===== src/rtl/hazard_ctrl_pkg.sv =====
// hazard_ctrl_pkg: shared cpu package with hazard FSM encoding, counter width and saturating increment
package hazard_ctrl_pkg;
  localparam int CNT_W = 16;
  typedef enum logic {RUN = 1'b0, MDU_WAIT = 1'b1} state_t;
  function automatic logic [CNT_W-1:0] sat_inc(input logic [CNT_W-1:0] v);
    return &v ? v : v + 1'b1;
  endfunction
endpackage


===== src/rtl/hazard_cmp.sv =====
// hazard_cmp: combinational load-use match of the ID sources against the EX load destination
// ports: id_rs1_addr/id_rs2_addr, id_rs1_used/id_rs2_used, ex_rd_addr, ex_mem_read in; hit out
module hazard_cmp (
  input  logic [4:0] id_rs1_addr,
  input  logic [4:0] id_rs2_addr,
  input  logic       id_rs1_used,
  input  logic       id_rs2_used,
  input  logic [4:0] ex_rd_addr,
  input  logic       ex_mem_read,
  output logic       hit
);
  always_comb hit = ex_mem_read && ex_rd_addr != 5'd0 &&
                    ((id_rs1_used && id_rs1_addr == ex_rd_addr) ||
                     (id_rs2_used && id_rs2_addr == ex_rd_addr));
endmodule


===== src/rtl/hazard_ctrl.sv =====
// hazard_ctrl: pipeline stall/flush control with MDU wait FSM and saturating stall/flush counters
// in:  clk, reset (async, active-high), ID sources, EX load/branch/MDU status, dmem_ready
// out: pc_en, per-stage valid/flush enables, stall_cnt, flush_cnt, mdu_busy
module hazard_ctrl
  import hazard_ctrl_pkg::*;
(
  input  logic             clk,
  input  logic             reset,
  input  logic [4:0]       id_rs1_addr,
  input  logic [4:0]       id_rs2_addr,
  input  logic             id_rs1_used,
  input  logic             id_rs2_used,
  input  logic [4:0]       ex_rd_addr,
  input  logic             ex_mem_read,
  input  logic             ex_branch_taken,
  input  logic             ex_mdu_start,
  input  logic             mdu_done,
  input  logic             dmem_ready,
  output logic             pc_en,
  output logic             if_id_valid,
  output logic             if_id_flush,
  output logic             id_ex_valid,
  output logic             id_ex_flush,
  output logic             ex_mem_valid,
  output logic [CNT_W-1:0] stall_cnt,
  output logic [CNT_W-1:0] flush_cnt,
  output logic             mdu_busy
);
  state_t state;
  logic hit, run, mdu_stall, go, lu;
  hazard_cmp u_cmp (
    .id_rs1_addr(id_rs1_addr),
    .id_rs2_addr(id_rs2_addr),
    .id_rs1_used(id_rs1_used),
    .id_rs2_used(id_rs2_used),
    .ex_rd_addr (ex_rd_addr),
    .ex_mem_read(ex_mem_read),
    .hit        (hit)
  );
  // go: no reset, MEM stall or MDU stall; branch beats load-use below it
  always_comb begin
    run = state == RUN;
    mdu_stall = run ? ex_mdu_start : !mdu_done;
    go = !reset && dmem_ready && !mdu_stall;
    lu = run && hit && !ex_branch_taken;
    pc_en = go && !lu;
    if_id_valid = pc_en;
    id_ex_valid = go;
    ex_mem_valid = go;
    if_id_flush = go && run && ex_branch_taken;
    id_ex_flush = go && run && (ex_branch_taken || hit);
    mdu_busy = state == MDU_WAIT;
  end
  // a done pulse during a MEM stall is dropped, so the FSM only moves when dmem_ready
  always_ff @(posedge clk or posedge reset)
    if (reset) begin
      state <= RUN;
      stall_cnt <= '0;
      flush_cnt <= '0;
    end else begin
      if (dmem_ready) state <= run ? (ex_mdu_start ? MDU_WAIT : RUN) : (mdu_done ? RUN : MDU_WAIT);
      if (!pc_en) stall_cnt <= sat_inc(stall_cnt);
      if (if_id_flush) flush_cnt <= sat_inc(flush_cnt);
    end
endmodule


===== config.mk =====
export PLATFORM = sky130hd
export DESIGN_NAME = hazard_ctrl
export DESIGN_NICKNAME = d
export VERILOG_FILES = /design/src/rtl/hazard_ctrl_pkg.sv /design/src/rtl/hazard_cmp.sv /design/src/rtl/hazard_ctrl.sv
export SDC_FILE = /design/constraint.sdc
export NUM_CORES = 1
export LEC_CHECK = 0
export BUFFER_PORTS_ARGS = -buffer_cell sky130_fd_sc_hd__buf_2
export CAP_MARGIN = 10
export CORE_ASPECT_RATIO = 0.5
export CORE_UTILIZATION = 30
export CTS_CLUSTER_SIZE = 14
export DETAILED_ROUTE_END_ITERATION = 16
export PLACE_DENSITY = 0.57
export SLEW_MARGIN = 20
export SYNTH_ARGS = -nofsm -noshare
export SYNTH_HDL_FRONTEND = slang
export SYNTH_HIERARCHICAL = 1
export SYNTH_SLANG_ARGS = --single-unit
export TNS_END_PERCENT = 10

===== constraint.sdc =====
create_clock -name clk -period 3.75 [get_ports clk]
set_input_delay 0.9375 -clock clk [delete_from_list [all_inputs] [get_ports clk]]
set_output_delay 0.9375 -clock clk [all_outputs]
set_load 0.005 [all_outputs]

==> out/results.tsv, run 1 <==
metric	value	unit
hpwlAfterDp	3170	µm
synthArstFlopShare	1.00	
power_density	560	nW/µm²
setup_viol	0	
io_buffer_count	62	
ant_nets	0	
wl_per_cell	13.0	µm
cts_tree	built	
slew_viol_final	0	
cts_resized	0	
slowest_delay	520	ps
finalSetupTns	0	ps
path_clk_slew	50	ps
clock_skew	5.90	ps
place_congestion	0.770	
grt_max_degree	21	
synth_edf_count	0	
timing.hold.ws	490	ps
clkSinkCount	33	
fin_crit_sh	0.906	
worstPathRequired	2810	ps
grt_pass1_wl	7020	µm
drcViolationCount	0	
post-route-cell-area	2390	µm²
io_pins	63	
power.leakage	1.16	nW
synth_top_cell_by_area	dfrtp_1	
switching_share	0.303	
cts_root_buf	clkbuf_16	
crit_path_start_kind	input pin	
stdcell_count	321	
cp_max_fo	3	
cts_max_level	2	
fmax	0.294	GHz
tightest_slew	777	ps
outcome	finished clean	
diodes	0	
final-hold-violation-count	0	
grt_pass1_vias	1523	
num_vias	1567	
post_cts_buffers	0	
cp-end-kind	output port	
pwr-share-seq	0.417	
cap_violations	0	
via_per_inst	4.88	
overflow	0	
syn_area	1810	µm²
path_delay_family	simple AND/OR/NAND/NOR gates	
syn-num-nets	206	
numCtsBuffers	5	
synth_cells	180	
rsz0062_at_grt	no	
yosys_warnings	6	
fp-row-count	19	
totalWireLength	4180	µm
cp_slowest_cell	or4_1	
ys_types	31	
avgSynthCellArea	10.1	µm²
area.growth.synth_to_final	32.0	%
worstPathCellList	buf_2 -> or4_1 -> o21ai_1 -> a21oi_1 -> nor3b_1 -> a211oi_2 -> buf_2	
vdd_drop_max	0.000236	V
period_minus_slack	3400	ps
grt_usage	0.140	
firstDrtPassIters	4	
crit_top_cell	buf_2	
p_sw	0.405	mW
initial_core_util	0.320	
hold_path.class	flop to flop	
die_area	6380	µm²
ctsHoldBuffers	0	
path_buf_inv	2	
crit_arrival	2460	ps
num-nets-final	273	
ys_ff_latch	33	
antenna_found_initial	0	
critPathKind	input pin to output port	
die_w	112	µm
ys_seq_area_frac	0.455	
synth-main-ff-cell	dfrtp_1	
coreArea	5660	µm²
p_int	0.935	mW
clockBufferDepth	2	
synth_top_area_frac	0.455	
chipHeight	57.0	µm
drtIter0Drc	16	
power_frac_comb	0.226	
fin_total_pwr	1.34	mW
layout-drive-gt1-share	0.327	
clockPowerShare	0.358	
synth_area_leaders	dfrtp_1, xor2_1, nor4_1	
placed_cells	313	
slew_headroom	0.481	
clkLatencyLatePin	280	ps
placed_area	2210	µm²
==> routing by layer <==
metal / part of all wire / vias up / track usage
met4: 0.015 / 0 / 0.0629
met5: 0 / - / 0
met1: 0.46 / 743 / 0.172
met2: 0.48 / 25 / 0.233
li1: - / 793 / -
met3: 0.036 / 6 / 0.0414
==> worst reg2reg max path: stages (launching register included) <==
cell	delay (ps)
dfrtp_1	450
or4b_4	520
or4_1	670
nor4_1	400
xor2_1	170
==> registers in the layout, summed over array words and instances, names as in the netlist <==
register / flops
flush_cnt: 16
mdu_busy: 1
stall_cnt: 16
==> cells in the mapped netlist (all sizes together), types with 3 or more instances <==
library cell,instances
xor2,35
dfrtp,33
nor4,15
nand2,13
nand3,11
nor3,10
nand4,9
nor2,9
nor4b,5
inv,4
nor3b,4
a21oi,3
buf,3
mux2,3
o21ai,3
or4,3
xnor2,3
==> cells in the final DEF, fill, tap and decap left out, types with 5 or more instances in the layout <==
cell,count
buf_2,62
nor2_1,9
xor2_1,35
dfrtp_1,33
nand4_1,9
nand2_1,13
nor3_1,10
nand3_1,11
nor4_1,13
clkbuf_16,5
==> kinds of logic (layout without fill, tap and decap cells) <==
group | after synthesis | in the layout | synth area share
XOR/XNOR | 38 | 38 | 0.184
AO/OA/AOI/OAI | 8 | 8 | 0.0242
AND/OR/NAND/NOR | 87 | 87 | 0.281
multiplexers | 3 | 3 | 0.0186
buffers and inverters | 9 | 77 | 0.0235
adder cells (fa/ha/maj) | 2 | 2 | 0.0138
flip-flops | 33 | 33 | 0.455
==> per-stage QoR <==
step / setup slack [ps] / utilization
floorplan: 21.9 / -
global placement: 344 / 0.391
detailed placement: 343 / 0.391
CTS: 338 / 0.422
global route: 236 / 0.423
finish: 351 / 0.423
==> power groups by stage <==
| stage | combinational [mW] | clock [mW] | sequential [mW] |
|---|---|---|---|
| global placement | 0.302 | 0 | 0.561 |
| global route | 0.342 | 0.506 | 0.576 |
| floorplan | 0.163 | 0 | 0.555 |
| detailed placement | 0.307 | 0 | 0.565 |
| finish | 0.303 | 0.479 | 0.558 |
| CTS | 0.310 | 0.489 | 0.559 |
==> final timing paths <==
path,depth (start not counted),endpoint,slack [ps],startpoint
setup / recovery,7,if_id_valid,350,ex_rd_addr[1]
hold / removal,1,stall_cnt[15],490,stall_cnt[15]
setup reg to reg,4,flush_cnt[9],1470,mdu_busy
hold reg to reg,1,stall_cnt[15],490,stall_cnt[15]
max in group asynchronous,3,stall_cnt[8],2230,reset
min in group asynchronous,2,flush_cnt[11],830,reset
==> final cells by class <==
cell class	instances	area (µm²)
Clock buffer	7	143
Clock inverter	1	30.0
Fill cell	570	3260
Inverter	4	15.0
Multi-Input combinational cell	138	956
Sequential cell	33	826
Tap cell	73	91.3
Timing Repair Buffer	65	333
Note: power is estimated with default switching activity, not from simulation.
==> run 2: changes to the inputs <==
CORE_ASPECT_RATIO = default   (was 0.5)
==> out/results.tsv, run 2 (synthesis gave the netlist of run 1 again) <==
metric	value	unit
worstPathCellList	buf_2 -> or4_1 -> o21ai_1 -> a21oi_1 -> nor3b_1 -> a211oi_2 -> buf_2	
post-place-ws	327	ps
grt_usage	0.145	
num_vias	1573	
cts_max_level	2	
power_frac_comb	0.272	
crit_top_cell	buf_2	
crit_arrival	2440	ps
place_congestion	0.735	
io_pins	63	
setup_viol	0	
path_clk_slew	60	ps
drcViolationCount	0	
grt_pass1_vias	1547	
chipHeight	79.7	µm
ant_nets	0	
worstPathRequired	2810	ps
vdd_drop_max	0.000240	V
layout-drive-gt1-share	0.321	
switching_share	0.343	
cp_slowest_cell	or4_1	
fmax	0.296	GHz
tightest_slew	1030	ps
clockBufferDepth	2	
totalWireLength	4120	µm
hold_path.class	flop to flop	
regArea	826	µm²
cp-end-kind	output port	
final-hold-violation-count	0	
placed_cells	312	
via_per_inst	4.95	
numCtsBuffers	5	
fp-row-count	27	
clkSinkCount	33	
path_delay_family	simple AND/OR/NAND/NOR gates	
finalSetupTns	0	ps
firstDrtPassIters	4	
diodes	0	
area.growth.synth_to_final	26.2	%
cp_max_fo	3	
final_common_cell	buf_2	
fin_crit_sh	0.899	
grt_max_degree	34	
io_buffer_count	62	
overflow	0	
clockPowerShare	0.219	
drtIter0Drc	76	
clkLatencyLatePin	280	ps
slew_viol_final	0	
hpwlAfterDp	3170	µm
p_sw	0.378	mW
slowest_delay	530	ps
cts_resized	0	
fin_ws	377	ps
path_buf_inv	2	
antenna_found_initial	0	
period_minus_slack	3370	ps
post_cts_buffers	0	
ctsHoldBuffers	0	
grt_pass1_wl	7090	µm
die_area	6360	µm²
fin_total_pwr	1.10	mW
cap_violations	0	
critPathKind	input pin to output port	
fillers	579	
slew_headroom	0.305	
p_int	0.725	mW
cts_root_buf	clkbuf_8	
power_density	482	nW/µm²
clock_skew	10.2	ps
die_w	79.7	µm
multi_input_comb_area	950	µm²
initial_core_util	0.319	
layout_common_cells	buf_2, xor2_1, dfrtp_1	
outcome	finished clean	
stdcell_count	318	
cts_tree	built	
crit_path_start_kind	input pin	
power.leakage	1.12	nW
pwr-share-seq	0.509	
coreArea	5680	µm²
wl_per_cell	13.0	µm
num-nets-final	273	
rsz0062_at_grt	no	
fin_util	0.403	
[run 2: cell types whose count changed in the layout (fill, tap and decap cells not counted), sizes merged]
cell,change
bufinv,-1
clkinv,+1
clkbuf,-2
[run 2: through the flow]
stage	area [µm²]	hold slack (ps)
floorplan	1810	484
global placement	2210	481
detailed placement	2210	488
CTS	2290	499
global route	2290	514
finish	2290	503
[run 2: final timing paths]
check                      slack (ps)           from  cells past startpoint            end
max                               380  ex_rd_addr[1]                      7          pc_en
min                               500  flush_cnt[15]                      1  flush_cnt[15]
max reg2reg                      1470       mdu_busy                      4  flush_cnt[13]
min reg2reg                       500  flush_cnt[15]                      1  flush_cnt[15]
max in group asynchronous        2660          reset                      3   flush_cnt[1]
min in group asynchronous         780          reset                      3   flush_cnt[4]
[run 2: per-layer routing]
metal / up-vias / wire [µm] / GRT usage
li1: 785 / - / -
met1: 750 / 1980 / 0.195
met2: 31 / 1900 / 0.225
met3: 7 / 172 / 0.0343
met4: 0 / 63 / 0.0554
met5: - / 0 / 0
[run 2: final cells by class]
type | count | share of cell area
Clock inverter | 1 | 0.00219
Inverter | 4 | 0.00656
Timing Repair Buffer | 65 | 0.146
Tap cell | 72 | 0.0394
Clock buffer | 5 | 0.0301
Sequential cell | 33 | 0.361
Multi-Input combinational cell | 138 | 0.415
[run 2: power groups by stage]
stage | clock network (mW) | logic [mW] | registers (mW)
2_1_floorplan | 0 | 0.163 | 0.555
3_3_place_gp | 0 | 0.299 | 0.568
3_5_place_dp | 0 | 0.306 | 0.567
4_1_cts | 0.256 | 0.307 | 0.562
5_1_grt | 0.276 | 0.347 | 0.580
6_report | 0.241 | 0.300 | 0.561
==> run 3: changes to the inputs <==
PLACE_DENSITY = 0.56   (was 0.57)
clock period = 3.9 ns   (was 3.75 ns; I/O delays follow)
==> out/results.tsv, run 3 (synthesis gave the netlist of run 1 again) <==
metric	value	unit
outcome	finished clean	
placed_area	2220	µm²
fin_total_pwr	1.08	mW
num_vias	1587	
clkSinkCount	33	
post-route-cell-area	2310	µm²
drcViolationCount	0	
die_area	6360	µm²
r2r-end	stall_cnt[1]	
fin_ws	410	ps
cts_max_level	2	
fmax	0.287	GHz
critPathKind	input pin to output port	
drtIter0Drc	44	
place_congestion	0.768	
worstPathRequired	2920	ps
hold_path_end	flush_cnt[15]	
crit_top_cell	buf_2	
r2r_setup_slack	1590	ps
period_minus_slack	3490	ps
cts_tree	built	
switching_share	0.336	
final-hold-violation-count	0	
clockBufferDepth	2	
initial_core_util	0.319	
area.growth.synth_to_final	27.3	%
numCtsBuffers	5	
fin_crit_sh	0.895	
vdd_drop_max	0.000305	V
antenna_found_initial	0	
layout-drive-gt1-share	0.323	
clockPowerShare	0.239	
worstPathCellList	buf_2 -> or4_1 -> o21ai_1 -> a21oi_1 -> nor3b_1 -> a211oi_2 -> buf_2	
diodes	0	
pwr-share-seq	0.496	
ant_nets	0	
min_from	flush_cnt[15]	
post-place-ws	383	ps
power.leakage	1.13	nW
die_w	79.7	µm
totalWireLength	4320	µm
slowest_delay	510	ps
grt_pass1_wl	7380	µm
grt_pass1_vias	1580	
path_clk_slew	70	ps
cap_violations	0	
finalSetupTns	0	ps
firstDrtPassIters	4	
overflow	0	
coreArea	5680	µm²
cp_max_fo	4	
num-nets-final	274	
min_path_cells	1	
grt_usage	0.151	
io_pins	63	
rr_startpoint	stall_cnt[0]	
io_buffer_count	62	
fin_util	0.407	
hpwlAfterDp	3290	µm
chipHeight	79.7	µm
wl_per_cell	13.5	µm
post_cts_buffers	0	
slew_headroom	0.321	
fp-row-count	27	
final_common_cell	buf_2	
cts_resized	0	
power_frac_comb	0.265	
path_buf_inv	2	
crit_arrival	2520	ps
crit_path_start_kind	input pin	
rsz0062_at_grt	no	
tightest_slew	1010	ps
setup_viol	0	
clock_skew	6.15	ps
clkLatencyLatePin	280	ps
p_sw	0.365	mW
slew_viol_final	0	
power_density	470	nW/µm²
hold_path.class	flop to flop	
rr_worst_depth	6	
path_delay_family	simple AND/OR/NAND/NOR gates	
cp_slowest_cell	or4_1	
p_int	0.720	mW
cp-end-kind	output port	
layout_common_cells	buf_2, xor2_1, dfrtp_1	
crit_start	ex_rd_addr[1]	
grt_max_degree	18	
ctsHoldBuffers	0	
cts_root_buf	clkbuf_8	
via_per_inst	4.96	
[run 3: through the flow]
stage / instances / hold slack [ps]
5_1_grt: 320 / 519
3_5_place_dp: 313 / 490
6_report: 320 / 504
4_1_cts: 320 / 507
3_3_place_gp: 313 / 485
2_1_floorplan: 180 / 484
[run 3: power by group through the flow]
| stage | clock network, mW | registers (mW) | logic, mW |
|---|---|---|---|
| 4_1_cts | 0.268 | 0.540 | 0.294 |
| 5_1_grt | 0.283 | 0.558 | 0.330 |
| 3_5_place_dp | 0 | 0.544 | 0.294 |
| 2_1_floorplan | 0 | 0.534 | 0.157 |
| 3_3_place_gp | 0 | 0.543 | 0.288 |
| 6_report | 0.259 | 0.538 | 0.288 |
[run 3: worst max-delay path by stage]
stage | to | slack (ps) | cells past startpoint
floorplan | pc_en | 100 | 7
global placement | pc_en | 370 | 7
detailed placement | if_id_valid | 380 | 7
CTS | if_id_valid | 370 | 7
global route | if_id_valid | 280 | 7
finish | if_id_valid | 410 | 7
[run 3: routing by layer]
metal  wire [µm]  part of all wire  global-route usage
met5           0                 0                   0
met4          72             0.017              0.0571
met3         190             0.044              0.0423
met2        2040              0.47               0.247
met1        2010              0.47               0.188
[run 3: final cells by class]
class                           count  area (µm²)
Fill cell                         603        3370
Multi-Input combinational cell    138         950
Sequential cell                    33         826
Timing Repair Buffer               66         340
Tap cell                           72        90.1
Clock buffer                        7        86.3
Inverter                            4        15.0
[run 3: worst reg2reg max path: stages (launching register included)]
cell and delay [ps]:
dfrtp_1 430, ha_1 200, nand3_1 170, nor4_1 790, buf_4 280, nor2_1 70, mux2_2 260
